[src/rtl/clock_pkg.sv]
// Shared types and constants for the clock display path.
package clock_pkg;

  // Segment vector a..g, bit 0 = a, active-low.
  typedef logic [6:0] seg7_t;

  localparam seg7_t SEG_BLANK = 7'h7F;
  localparam seg7_t SEG_DASH  = 7'b0111111;

  localparam int NUM_DIGITS = 6;

  // Slots whose decimal point forms the HH:MM:SS colons.
  localparam logic [5:0] COLON_SLOTS = 6'b010100;

  // Index of the last digit slot (hours tens).
  localparam logic [2:0] LAST_SLOT = 3'd5;

  // One-hot anode pattern for a digit slot (slot must be < NUM_DIGITS).
  function automatic logic [5:0] slot_anode(input logic [2:0] slot);
    slot_anode = 6'b000001 << slot;
  endfunction

endpackage

[src/rtl/bcd_to_seg7.sv]
// Combinational BCD nibble to active-low seven-segment decoder.
// Nibbles 10..15 are not valid BCD and show a dash.
module bcd_to_seg7
  import clock_pkg::*;
(
  input  logic [3:0] nibble,
  output seg7_t      seg
);

  // Standard digit shapes, dash for anything out of BCD range.
  always_comb begin
    seg = SEG_DASH;
    case (nibble)
      4'd0:    seg = 7'b1000000;
      4'd1:    seg = 7'b1111001;
      4'd2:    seg = 7'b0100100;
      4'd3:    seg = 7'b0110000;
      4'd4:    seg = 7'b0011001;
      4'd5:    seg = 7'b0010010;
      4'd6:    seg = 7'b0000010;
      4'd7:    seg = 7'b1111000;
      4'd8:    seg = 7'b0000000;
      4'd9:    seg = 7'b0010000;
      default: seg = SEG_DASH;
    endcase
  end

endmodule

[src/rtl/clock_seg_scanner.sv]
// Six-digit multiplexed seven-segment driver with blinking colon and
// 8-level PWM brightness. Digits are shown from a frame register that is
// reloaded only at the frame boundary, so a frame never tears.
// Optional build macro LEADING_ZERO_BLANK_EN: blank the hours-tens digit
// when it is zero (anode timing unchanged).
module clock_seg_scanner
  import clock_pkg::*;
#(
  parameter int unsigned SCAN_LOG2 = 10
) (
  input  logic        clk,
  input  logic        rst_n,
  input  logic        ena,
  input  logic [23:0] bcd_digits,
  input  logic        half_sec,
  input  logic [2:0]  brightness,
  output logic [6:0]  seg_n,
  output logic        dp_n,
  output logic [5:0]  dig_an
);

  logic [SCAN_LOG2-1:0] cnt;
  logic [2:0]           slot;
  logic [23:0]          frame;
  logic                 colon_on;

  logic [3:0] nibble;
  seg7_t      seg_dec;
  logic       cnt_wrap;
  logic       frame_end;
  logic       pwm_on;
  logic       dead_time;
  logic       lz_blank;

  assign cnt_wrap  = &cnt;
  assign frame_end = cnt_wrap && (slot == LAST_SLOT);
  assign pwm_on    = (cnt[SCAN_LOG2-1 -: 3] <= brightness);
  assign dead_time = (cnt == '0);

  // Select the nibble for the slot being scanned from the frame register.
  always_comb begin
    nibble = 4'd0;
    case (slot)
      3'd0:    nibble = frame[3:0];
      3'd1:    nibble = frame[7:4];
      3'd2:    nibble = frame[11:8];
      3'd3:    nibble = frame[15:12];
      3'd4:    nibble = frame[19:16];
      3'd5:    nibble = frame[23:20];
      default: nibble = 4'd0;
    endcase
  end

  bcd_to_seg7 u_dec (
    .nibble (nibble),
    .seg    (seg_dec)
  );

`ifdef LEADING_ZERO_BLANK_EN
  assign lz_blank = (slot == LAST_SLOT) && (nibble == 4'd0);
`else
  assign lz_blank = 1'b0;
`endif

  // Scan state, frame snapshot, colon toggle and registered display outputs.
  always_ff @(posedge clk or negedge rst_n) begin
    if (!rst_n) begin
      cnt      <= '0;
      slot     <= '0;
      frame    <= '0;
      colon_on <= 1'b1;
      seg_n    <= SEG_BLANK;
      dp_n     <= 1'b1;
      dig_an   <= '0;
    end else if (ena) begin
      cnt <= cnt + 1'b1;
      if (cnt_wrap) begin
        slot <= (slot == LAST_SLOT) ? 3'd0 : slot + 3'd1;
      end
      if (frame_end) begin
        frame <= bcd_digits;
      end
      if (half_sec) begin
        colon_on <= ~colon_on;
      end
      seg_n  <= lz_blank ? SEG_BLANK : seg_dec;
      dp_n   <= ~(colon_on && COLON_SLOTS[slot]);
      dig_an <= (pwm_on && !dead_time) ? slot_anode(slot) : 6'b000000;
    end else begin
      // Disabled: hold the scan position, blank everything.
      seg_n  <= SEG_BLANK;
      dp_n   <= 1'b1;
      dig_an <= '0;
    end
  end

endmodule

[config.mk]
export PLATFORM = sky130hd
export DESIGN_NAME = clock_seg_scanner
export DESIGN_NICKNAME = d
export VERILOG_FILES = /design/src/rtl/clock_pkg.sv /design/src/rtl/bcd_to_seg7.sv /design/src/rtl/clock_seg_scanner.sv
export SDC_FILE = /design/constraint.sdc
export NUM_CORES = 1
export LEC_CHECK = 0
export ABC_AREA = 1
export ABC_CLOCK_PERIOD_IN_PS = 4000
export CAP_MARGIN = 20
export CORE_ASPECT_RATIO = 0.8
export CORE_MARGIN = 2
export CORE_UTILIZATION = 59
export CTS_BUF_LIST = sky130_fd_sc_hd__clkbuf_8
export DETAILED_ROUTE_END_ITERATION = 16
export PLACE_DENSITY = 0.94
export SETUP_SLACK_MARGIN = 0.4
export SLEW_MARGIN = 15
export SYNTH_ARGS = -nofsm -noshare
export SYNTH_HDL_FRONTEND = slang
export SYNTH_SLANG_ARGS = --single-unit
[constraint.sdc]
create_clock -name clk -period 4 [get_ports clk]
set_input_delay 0.4 -clock clk [delete_from_list [all_inputs] [get_ports clk]]
set_output_delay 0.4 -clock clk [all_outputs]
set_load 0.02 [all_outputs]
==> results of run 1 <==
cells by family (layout without fill, tap and decap cells):
logic type | Yosys count | after routing | share of synthesized area
AO/OA/AOI/OAI | 32 | 32 | 0.06557
XOR/XNOR | 11 | 11 | 0.03531
adder cells (fa/ha/maj) | 11 | 11 | 0.05043
buffers and inverters | 90 | 134 | 0.1348
flip-flops | 52 | 52 | 0.4810
AND/OR/NAND/NOR | 142 | 142 | 0.2329
critical path: cells and delay by family:
family / cells / cell delay [ps]
AO/OA/AOI/OAI: 1 / 350
buffers and inverters: 2 / 910
AND/OR/NAND/NOR: 3 / 840
layer usage:
| metal | part of all wire | global-route usage |
|---|---|---|
| met1 | 0.44 | 0.2792 |
| met2 | 0.49 | 0.3865 |
| met3 | 0.054 | 0.05014 |
| met4 | 0.013 | 0.08898 |
| met5 | 0 | 0 |
report_power, final:
group | internal (mW) | leakage, nW | total [mW] | switching [mW]
sequential | 0.572 | 0.538 | 0.625 | 0.0530
combinational | 0.0760 | 1.05 | 0.159 | 0.0830
clock | 0.117 | 0.0519 | 0.276 | 0.159
synth_stat cells:
library cell / instances / area, µm²
inv_1: 77 / 289.0
nand2_1: 77 / 289.0
dfrtp_1: 43 / 1076
nand3_1: 29 / 145.1
nor2_1: 17 / 63.81
o21ai_1: 17 / 85.08
ha_1: 11 / 137.6
dfstp_2: 9 / 236.5
xor2_1: 9 / 78.83
o21ai_0: 8 / 40.04
nand4_1: 6 / 37.54
inv_2: 4 / 15.01
o21ai_2: 4 / 35.03
buf_2: 3 / 15.01
buf_6: 3 / 33.78
nor3_2: 3 / 30.03
clkbuf_1: 2 / 7.510
nand2_2: 2 / 12.51
nor2_2: 2 / 12.51
nor3_1: 2 / 10.01
xnor2_1: 2 / 17.52
a21boi_1: 1 / 7.510
a21oi_1: 1 / 5.000
and2_1: 1 / 6.260
buf_4: 1 / 7.510
nand3_2: 1 / 10.01
nand4_2: 1 / 12.51
nor4_1: 1 / 6.260
o22ai_1: 1 / 6.260
registers in the layout, indices dropped and copies added (netlist names):
register and cells:
frame 24, cnt 10, seg_n 7, dig_an 6, slot 3, colon_on 1, dp_n 1
layout by cell type (no fill, tap or decap), drive strengths merged:
cell type	instances
a21oi	1
nor3	5
dfstp	9
o22ai	1
nor2	19
xor2	9
inv	84
and2	1
nand3	30
clkdlybuf4s50	43
a21boi	1
nand2	79
o21ai	29
dfrtp	43
clkbuf	5
ha	11
nand4	7
nor4	1
xnor2	2
buf	2
final cells by class:
cell class / instances / area share
clock inverter: 3 / 0.003451
multi-input combinational: 196 / 0.3213
sequential: 52 / 0.4022
inverter: 81 / 0.09317
clock buffer: 5 / 0.02109
timing repair buffer: 45 / 0.1357
tap: 60 / 0.02301
stage by stage:
step           cells  hold WS [ps]  area [µm²]  total power, mW  setup slack (ps)
2_1_floorplan    338         104.4        2729           0.7149              2144
5_1_grt          442         246.5        3263            1.128              1445
6_report         442         185.3        3263            1.060              1669
4_1_cts          442         209.0        3263            1.071              1658
3_3_place_gp     434         475.4        3183           0.7776              1394
3_5_place_dp     434         478.1        3183           0.7944              1350
path summary, 6_finish.rpt:
path / start / slack, ps / endpoint
worst max register to register: slot[0]$_DFFE_PN0P_ / 1840 / seg_n[3]$_DFF_PN1_
worst max-delay path: ena / 1670 / frame[5]$_DFFE_PN0P_
min in group clk: colon_on$_DFFE_PN1P_ / 500 / dp_n$_DFF_PN1_
worst min register to register: colon_on$_DFFE_PN1P_ / 500 / dp_n$_DFF_PN1_
max in group asynchronous: rst_n / 3390 / frame[11]$_DFFE_PN0P_
worst min-delay path: rst_n / 190 / cnt[5]$_DFFE_PN0P_
==> results_dict.tcl, run 1 <==
set metrics [dict create \
    port_buffers 44 \
    cts_inserted_buffers 5 \
    yosysWarningCount 0 \
    max_cap_violations 0 \
    hold_viol_final 0 \
    vdd_drop_max_mv 0.2310 \
    final_layout_size_suffix_gt1_frac 0.08639 \
    crit_path_end_kind "flop" \
    period_minus_slack_ps 2331 \
    synthToLayoutAreaGrowth_pct 19.58 \
    path_class "input pin to flop" \
    num_vias 2186 \
    cp-start-kind "input pin" \
    leakage_nw 1.640 \
    skew_ps 10.71 \
    yosysUniqueCellTypes 29 \
    ff2ff_path_depth 13 \
    fill_cells 373 \
    die_w_um 80.04 \
    io_pins 45 \
    status "finished clean" \
    start_util 0.6045 \
    clkSinkCount 52 \
    dp_hpwl_um 3936 \
    path_cells "clkdlybuf4s50_1, nand2_1, nor3_1, nand2_2, o21ai_0, inv_1" \
    cts_max_level 2 \
    syn-cell-area_um2 2729 \
    register_area_um2 1313 \
    diodes 0 \
    worst-path-max-fanout 48 \
    fin_setup_tns_ps 0 \
    num_rows 22 \
    core_area_um2 4514 \
    grt_pass1_wl_um 8990 \
    clkTransAtPathRegs_ps 90 \
    worstPathArrival_ps 2520 \
    die_h_um 64.83 \
    antenna_found_initial 0 \
    grt_pass1_vias 2143 \
    syn_area_per_cell_um2 8.074 \
    critical_path_required_ps 4190 \
    drt_iter0_markers 130 \
    cts_buffer_depth 2 \
    multi_input_area_um2 1049 \
    fin_crit_sh 0.5827 \
    ctsResizeCount 0 \
    hold_class "input pin to asynchronous set/reset pin" \
    syn_nets 380 \
    cts_tree "yes" \
    vias_per_cell 4.946 \
    fmax_ghz 0.4290 \
    syn-instance-count 338 \
    die_area_um2 5189 \
    route.detailed.drc 0 \
    timing.slew.headroom 0.4478 \
    grt_overflow_total 0 \
    setup_viol 0 \
    slowest_stage "clkdlybuf4s50_1" \
    fin_util 0.7228 \
    routabilityCongestion 0.8904 \
    rsz0062_at_grt "false" \
    grt_max_degree 53 \
    wl_um 5204 \
    clock_latency_ps 300 \
    root_buffer "clkbuf_8" \
    post_cts_buffers 0 \
    track_usage 0.2262 \
    ctsHoldBuffers 0 \
    avgRoutedWirePerCell_um 11.77 \
    nNetsFinal 423 \
    worst_pin_slew_ps 825.4 \
    slew_viol_final 0 \
    synth.ff_latch_count 52 \
    power_density_nw_per_um2 324.9 \
    slowest_delay_ps 850 \
    ant_nets 0 \
    yosysSeqAreaShare 0.4810 \
    drt-pass1-iter-count 4 \
]
(Power assumes the default switching activity.)
==> run 2: changes to the inputs <==
--- a/config.mk
+++ b/config.mk
@@ -6,14 +6,14 @@
 export NUM_CORES = 1
 export LEC_CHECK = 0
 export ABC_AREA = 1
-export ABC_CLOCK_PERIOD_IN_PS = 4000
+export ABC_CLOCK_PERIOD_IN_PS = 2300
 export CAP_MARGIN = 20
 export CORE_ASPECT_RATIO = 0.8
 export CORE_MARGIN = 2
-export CORE_UTILIZATION = 59
+export CORE_UTILIZATION = 55
 export CTS_BUF_LIST = sky130_fd_sc_hd__clkbuf_8
 export DETAILED_ROUTE_END_ITERATION = 16
-export PLACE_DENSITY = 0.94
+export PLACE_DENSITY = 0.89
 export SETUP_SLACK_MARGIN = 0.4
 export SLEW_MARGIN = 15
 export SYNTH_ARGS = -nofsm -noshare
==> constraint.sdc (replaced) <==
create_clock -name clk -period 2.3 [get_ports clk]
set_input_delay 0.23 -clock clk [delete_from_list [all_inputs] [get_ports clk]]
set_output_delay 0.23 -clock clk [all_outputs]
set_load 0.02 [all_outputs]
==> results_dict.tcl, run 2 (same netlist as run 1, synthesis figures left out) <==
set metrics [dict create \
    status "finished clean" \
    dpl_cell_area_um2 3211 \
    crit_path_end_kind "flop" \
    ff2ff_path_depth 9 \
    final_layout_size_suffix_gt1_frac 0.1834 \
    power_density_nw_per_um2 616.3 \
    rsz0062_at_grt "false" \
    setup_viol 0 \
    holdWs_ps 459.3 \
    die_h_um 67 \
    fin_crit_sh 0.8079 \
    hold_class "input pin to asynchronous set/reset pin" \
    clkTransAtPathRegs_ps 90 \
    worstPathArrival_ps 2070 \
    io_pins 45 \
    reg2reg_slack_ps 440 \
    cts_tree "yes" \
    hold_viol_final 0 \
    leakage_nw 1.744 \
    max_cap_violations 0 \
    vdd_drop_max_mv 0.4953 \
    fin_setup_tns_ps 0 \
    num_vias 2311 \
    final_cell_area_um2 3571 \
    total_power_mw 2.201 \
    synthToLayoutAreaGrowth_pct 30.86 \
    start_util 0.5832 \
    grt_pass1_wl_um 9397 \
    cts_inserted_buffers 5 \
    cp-start-kind "flop" \
    vias_per_cell 5.046 \
    fin_util 0.7631 \
    ant_nets 0 \
    drt_iter0_markers 111 \
    registers.top_by_ff_count "frame" \
    worst-path-max-fanout 5 \
    drt-pass1-iter-count 4 \
    route.detailed.drc 0 \
    track_usage 0.2254 \
    die_w_um 82.75 \
    timing.rr.start "slot[0]$_DFFE_PN0P_" \
    core_area_um2 4679 \
    grt_overflow_total 0 \
    avgRoutedWirePerCell_um 13.13 \
    num_rows 22 \
    die_area_um2 5544 \
    critical_path_required_ps 2510 \
    mostFrequentLayoutCells "inv_1, nand2_1, clkdlybuf4s50_1" \
    port_buffers 44 \
    dp_hpwl_um 4170 \
    grt_max_degree 49 \
    clock_latency_ps 300 \
    final_common_cell "inv_1" \
    period_minus_slack_ps 1858 \
    clkSinkCount 52 \
    wl_um 6013 \
    nNetsFinal 439 \
    diodes 0 \
    slew_viol_final 0 \
    grt_pass1_vias 2224 \
    skew_ps 10.20 \
    worst_pin_slew_ps 598.3 \
    timing.slew.headroom 0.6011 \
    cts_buffer_depth 2 \
    antenna_found_initial 0 \
    largest_reg_flops 24 \
    reg_top3 "frame x24, cnt x10, seg_n x7" \
    routabilityCongestion 0.8749 \
    fmax_ghz 0.5381 \
    r2r_end "seg_n[2]$_DFF_PN1_" \
    cts_max_level 2 \
    path_class "flop to flop" \
    root_buffer "clkbuf_8" \
]
## run 2: cell count changes in the layout (fill, tap and decap cells not counted), sizes merged
cell	delta
bufinv	+3
buf	+15
inv	-3
dlygate4sd3	+1
## run 2: cell type report
class | count | area (µm²)
sequential | 52 | 1316
multi-input combinational | 196 | 1132
fill | 338 | 1109
timing repair buffer | 61 | 581.8
inverter | 81 | 306.5
clock inverter | 3 | 90.09
tap | 60 | 75.07
clock buffer | 5 | 68.82
## run 2: layer usage
layer | track usage | up-vias | part of all wire
met5 | 0 | - | 0
met1 | 0.2773 | 1078 | 0.43
li1 | - | 1140 | -
met4 | 0.06762 | 0 | 0.016
met2 | 0.3861 | 81 | 0.50
met3 | 0.06098 | 12 | 0.050
## run 2: power breakdown
part	leakage [nW]	internal, mW	switching [mW]
Sequential	0.534	0.996	0.0931
Combinational	1.13	0.136	0.145
Clock	0.0784	0.543	0.287
## run 2: timing repair
item | 4_1_cts | 5_1_grt
setup buffers | 7 | 6
endpoints found under the setup margin | 6 | 6
endpoints found under the hold margin | 25 | 0
hold buffers | 1 | 0
cloned | 0 | 0
gates resized for setup | 4 | 24
pin swaps | 0 | 9
## run 2: how the worst max path moves through the flow
stage | slack (ps) | startpoint | depth (start not counted) | end
2_1_floorplan | 440 | slot[0]$_DFFE_PN0P_ | 14 | seg_n[3]$_DFF_PN1_
3_5_place_dp | 240 | slot[0]$_DFFE_PN0P_ | 13 | seg_n[3]$_DFF_PN1_
6_report | 440 | slot[0]$_DFFE_PN0P_ | 9 | seg_n[2]$_DFF_PN1_
4_1_cts | 420 | slot[1]$_DFFE_PN0P_ | 13 | seg_n[3]$_DFF_PN1_
5_1_grt | 350 | slot[1]$_DFFE_PN0P_ | 13 | seg_n[3]$_DFF_PN1_
3_3_place_gp | 350 | slot[2]$_DFFE_PN0P_ | 9 | seg_n[4]$_DFF_PN1_
## run 2: through the flow
stage | std cells | worst slack (ps)
after floorplan | 338 | 443.5
after global placement | 436 | 347.4
after detailed placement | 436 | 238.5
after CTS | 452 | 423.2
after global routing | 458 | 350.3
final | 458 | 441.7
## run 2: worst max-delay path, cell delays in order, from the launching register on
cell     delay, ps
dfrtp_2        470
buf_4          160
buf_4          130
nand4_1         90
nand2_1        100
nor3_4         270
buf_4          160
nand2_1         60
nand2_1        200
nand3_1        120
